$ cat config.mk
export PLATFORM = sky130hd
export DESIGN_NAME = gerador_paridade_serial
export DESIGN_NICKNAME = d
export VERILOG_FILES = /design/src/rtl/gerador_paridade_serial.sv
export SDC_FILE = /design/constraint.sdc
export NUM_CORES = 1
export LEC_CHECK = 0
export CAP_MARGIN = 20
export CORE_MARGIN = 10
export CORE_UTILIZATION = 40
export CTS_BUF_LIST = sky130_fd_sc_hd__clkbuf_16
export CTS_CLUSTER_SIZE = 24
export DETAILED_ROUTE_END_ITERATION = 10
export PLACE_DENSITY = 0.63
export SLEW_MARGIN = 20
export SYNTH_ARGS = -nofsm -noshare
export SYNTH_HDL_FRONTEND = slang
export SYNTH_SLANG_ARGS = --single-unit
$ cat constraint.sdc
create_clock -name clk -period 1.8 [get_ports clk]
set_input_delay 0.27 -clock clk [delete_from_list [all_inputs] [get_ports clk]]
set_output_delay 0.27 -clock clk [all_outputs]
set_load 0.05 [all_outputs]
$ cat src/rtl/gerador_paridade_serial.sv
// gerador_paridade_serial: serial transmitter of a 5-bit word framed as START, b1..b5, parity, STOP.
// Revision 1.0 - initial release
`default_nettype none

module gerador_paridade_serial #(
  parameter int CLKS_PER_BIT = 4,
  parameter bit PARITY_ODD   = 1'b0
) (
  input  logic clk,
  input  logic rst_n,
  input  logic b1,
  input  logic b2,
  input  logic b3,
  input  logic b4,
  input  logic b5,
  input  logic valid,
  output logic ready,
  output logic tx,
  output logic busy,
  output logic q1,
  output logic q2,
  output logic q3,
  output logic q4,
  output logic q5,
  output logic bp
);

  localparam int c_DIV_W = (CLKS_PER_BIT > 1) ? $clog2(CLKS_PER_BIT) : 1;
  localparam logic [c_DIV_W-1:0] c_DIV_LAST = c_DIV_W'(CLKS_PER_BIT - 1);

  localparam logic [2:0] c_S_IDLE   = 3'd0;
  localparam logic [2:0] c_S_START  = 3'd1;
  localparam logic [2:0] c_S_DATA   = 3'd2;
  localparam logic [2:0] c_S_PARITY = 3'd3;
  localparam logic [2:0] c_S_STOP   = 3'd4;

  logic [2:0]         r_state;
  logic [c_DIV_W-1:0] r_div;
  logic [2:0]         r_idx;
  logic [4:0]         r_q;
  logic [4:0]         r_shift;
  logic               r_bp;
  logic               r_tx;

  logic w_wrap;
  logic w_accept;
  logic w_par;
  logic w_tx_next;

  assign w_wrap   = (r_div == c_DIV_LAST);
  assign w_accept = valid && (r_state == c_S_IDLE);
  assign w_par    = (b1 ^ b2 ^ b3 ^ b4 ^ b5) ^ PARITY_ODD;

  // tx is registered from the current state, so it lags the state by one edge
  always_comb begin
    w_tx_next = 1'b1;
    case (r_state)
      c_S_START:  w_tx_next = 1'b0;
      c_S_DATA:   w_tx_next = r_shift[0];
      c_S_PARITY: w_tx_next = r_bp;
      default:    w_tx_next = 1'b1;
    endcase
  end

  always_ff @(posedge clk or negedge rst_n) begin
    if (!rst_n) begin
      r_state <= c_S_IDLE;
      r_div   <= '0;
      r_idx   <= '0;
      r_q     <= '0;
      r_shift <= '0;
      r_bp    <= 1'b0;
      r_tx    <= 1'b1;
    end else begin
      r_tx <= w_tx_next;
      case (r_state)
        c_S_IDLE: begin
          r_div <= '0;
          if (w_accept) begin
            r_state <= c_S_START;
            r_q     <= {b5, b4, b3, b2, b1};
            r_shift <= {b5, b4, b3, b2, b1};
            r_bp    <= w_par;
          end
        end
        c_S_START: begin
          if (w_wrap) begin
            r_state <= c_S_DATA;
            r_idx   <= '0;
            r_div   <= '0;
          end else begin
            r_div <= r_div + 1'b1;
          end
        end
        c_S_DATA: begin
          if (w_wrap) begin
            r_div   <= '0;
            r_shift <= {1'b0, r_shift[4:1]};
            if (r_idx == 3'd4) begin
              r_state <= c_S_PARITY;
            end else begin
              r_idx <= r_idx + 3'd1;
            end
          end else begin
            r_div <= r_div + 1'b1;
          end
        end
        c_S_PARITY: begin
          if (w_wrap) begin
            r_state <= c_S_STOP;
            r_div   <= '0;
          end else begin
            r_div <= r_div + 1'b1;
          end
        end
        c_S_STOP: begin
          if (w_wrap) begin
            r_state <= c_S_IDLE;
            r_div   <= '0;
          end else begin
            r_div <= r_div + 1'b1;
          end
        end
        default: begin
          r_state <= c_S_IDLE;
          r_div   <= '0;
        end
      endcase
    end
  end

  assign ready = (r_state == c_S_IDLE);
  assign busy  = ~ready;
  assign tx    = r_tx;
  assign q1    = r_q[0];
  assign q2    = r_q[1];
  assign q3    = r_q[2];
  assign q4    = r_q[3];
  assign q5    = r_q[4];
  assign bp    = r_bp;

endmodule

`default_nettype wire

==> flow_summary.yaml <==
power:
  switching_share_pct: 41.16
  combinationalPowerShare_pct: 50.5
  pwr-share-clk_pct: 17.3
  powerDensity_mw_per_mm2: 1947
  intPower_w: 0.001572
  p_leak_nw: 0.5928
  ir_drop_v: 0.001505
  p_seq_share_pct: 32.2
  net-switching-power_w: 0.001100
sta:
  fin_crit_sh_pct: 95.52
  period_minus_slack_ps: 1719
  tns_ps: 0
  maxSlewHeadroom_pct: 75.24
  tightest_slew_ps: 370.2
  setup_viol_count_final: 0
  hold_slack_ps: 260.1
  finClkSkew_ps: 4.174
  clock.fmax_mhz: 581.6
  hold_violations: 0
  maxSlewViolCount: 0
  setup_slack_ps: 80.68
  rsz0062_at_grt: "false"
floorplanning:
  core.rowCount: 18
  fp.dieArea_mm2: 0.005134
  ios: 17
  core_area_mm2: 0.002522
  die_x_um: 71.66
  initial_core_util_pct: 42.31
  fp.dieH_um: 71.66
logic_synthesis:
  syn_nets: 104
  synth_area_mm2: 0.001067
  yosys_most_used_dff: "dfrtp_1"
  ys_types: 31
  syn_area_per_cell_um2: 11.48
  yosysSeqAreaShare_pct: 47.01
  async_flop_share_pct: 100.0
  synth_edf_count: 0
  yosysTopAreaCell: "dfrtp_1"
  synth_area_leaders: "dfrtp_1 45%, mux2_4 8.4%, mux2i_1 5.6%, xnor2_1 4.9%, o21ai_0 3.8%"
  synth_top_area_share_pct: 44.55
  synth_warnings: 0
  synth_cells: 93
  yosys_register_bits: 20
setup_path:
  worst_path_max_delay_cell: "dfrtp_1"
  cp-endpoint: "busy"
  start_kind: "flop"
  critPathKind: "reg2out"
  worstSetupEndpointType: "output pin"
  slowest_delay_ps: 490
  worstPathMaxFanout: 9
  reg2reg_from: "r_idx[0]"
  ff2ff_setup_slack_ps: 270
  critPathBufInv: 3
  startpoint: "r_state[0]"
  timing.rr.end: "r_idx[2]"
  critical_path.top_delay_family: "flip-flops"
  cp.required_ps: 1530
  critPathArrivalTime_ps: 1450
  worstRegToRegCells: 6
  crit_cells: 4
  crit_chain: "buf_4 -> nor3_4 -> inv_1 -> buf_12"
grt:
  grt_max_degree: 12
  antenna_found_initial: 0
  grtUsageTotal_pct: 8.480
  grt_pass1_wl_um: 3588
  grt_pass1_vias: 785
  grt-ovfl-total: 0
detailed_routing:
  firstDrtPassIters: 4
  viasPerCell: 5.021
  drt_iter0_drc: 34
  wirelength_um: 2084
  postRouteAntennaNets: 0
  drc: 0
  post_drt_wl_per_cell_um: 14.47
  dr_total_vias: 723
final_layout:
  fillers: 241
  finalNonFillerCells: 144
  drive_gt1_share_pct: 28.95
  nets: 126
  final_common_cell: "dfrtp_1"
  num_antenna_cells: 0
  area_growth_pct: 28.61
  final_cell_mix: "19 x dfrtp_1, 11 x buf_4, 8 x nand2_1, 8 x o21ai_0, 7 x clkdlybuf4s50_1"
cts:
  cts_resized: 0
  cts_max_level: 1
  numCtsBuffers: 3
  clk_pin_slew_ps: 60
  hold_buffers: 0
  cts_tree: "done"
  clockRootBuffer: "clkbuf_16"
  cts_setup_buffers: 0
  clk_path_buf_depth: 2
  cts.sinks: 20
  clock_latency_ps: 250
placed_design:
  place_congestion: 0.7087
  dp.cells: 140
  dpl_worst_slack_ps: 129.6
  port_buffers: 16
  hpwl_um: 1597
run:
  cap_violations: 0
run_status:
  status: "finished, final reports clean"
hold_path:
  hp-class: "in2async"
through the flow:
stage	total power (W)	util, %	area [µm²]
floorplan	0.001832	-	1079
global placement	0.002208	51.29	1294
detailed placement	0.002236	51.29	1294
CTS	0.002709	54.41	1373
global route	0.002844	54.41	1373
finish	0.002672	54.41	1373
synthesized netlist by cell type, types with 2 or more instances:
master	n
mux2_4	6
a21bo_2	2
nor2_1	5
inv_1	4
dfrtp_1	19
ha_1	3
a21oi_1	2
mux2i_1	6
xnor2_1	6
and2_1	3
nand2_1	8
o21ai_0	8
nor2b_1	2
buf_6	2
sequential cells by signal, summed over array words and instances (netlist names):
signal	cells
r_q	5
r_shift	5
r_idx	3
r_state	3
r_div	2
bp	1
tx	1
worst min path at each step:
stage,start,end
after CTS,rst_n,r_state[1]
after global placement,r_div[0],r_div[0]
after detailed placement,r_div[0],r_div[0]
final,rst_n,r_state[1]
after floorplan,rst_n,bp
after global routing,rst_n,r_state[1]
power groups by stage:
| stage | Combinational, W | Clock, W | Sequential [W] |
|---|---|---|---|
| floorplan | 0.000766 | 0 | 0.00107 |
| global placement | 0.00135 | 0 | 0.000858 |
| detailed placement | 0.00137 | 0 | 0.000863 |
| CTS | 0.00137 | 0.000472 | 0.000863 |
| global route | 0.00147 | 0.000482 | 0.000895 |
| finish | 0.00135 | 0.000462 | 0.000861 |
final cells by class:
type / instances / area, µm² / share of cell area, %
sequential: 20 / 501.7 / 36.55
inverter: 5 / 18.77 / 1.367
clock inverter: 1 / 3.754 / 0.2735
tap: 30 / 37.54 / 2.735
timing repair buffer: 21 / 212.7 / 15.50
clock buffer: 3 / 75.07 / 5.469
multi-input combinational: 64 / 523.0 / 38.10
kinds of logic after synthesis:
group                      share of synthesized area [%]
adders and majority gates                          3.517
and+or+nand+nor                                    14.07
DFF                                                47.01
buffers and inverters                              5.040
xor gates and xnor gates                           4.924
AOI/OAI and AO/OA                                  11.37
muxes                                              14.07
worst register-to-register path, stage by stage, from the launching register on:
cell	delay [ps]
dfrtp_1	420
inv_1	60
ha_1	250
a21bo_2	230
mux2i_1	130
nand2b_1	110
a21bo_2	220
metal layers:
metal  up-vias  routed length (µm)  track usage [%]
met5         -                   0                0
met2        20                 886            12.65
met3         5                 127            3.168
li1        361                   -                -
met4         0                  40            3.871
met1       337                1029            10.53
Power figures use the tool's default switching activity.
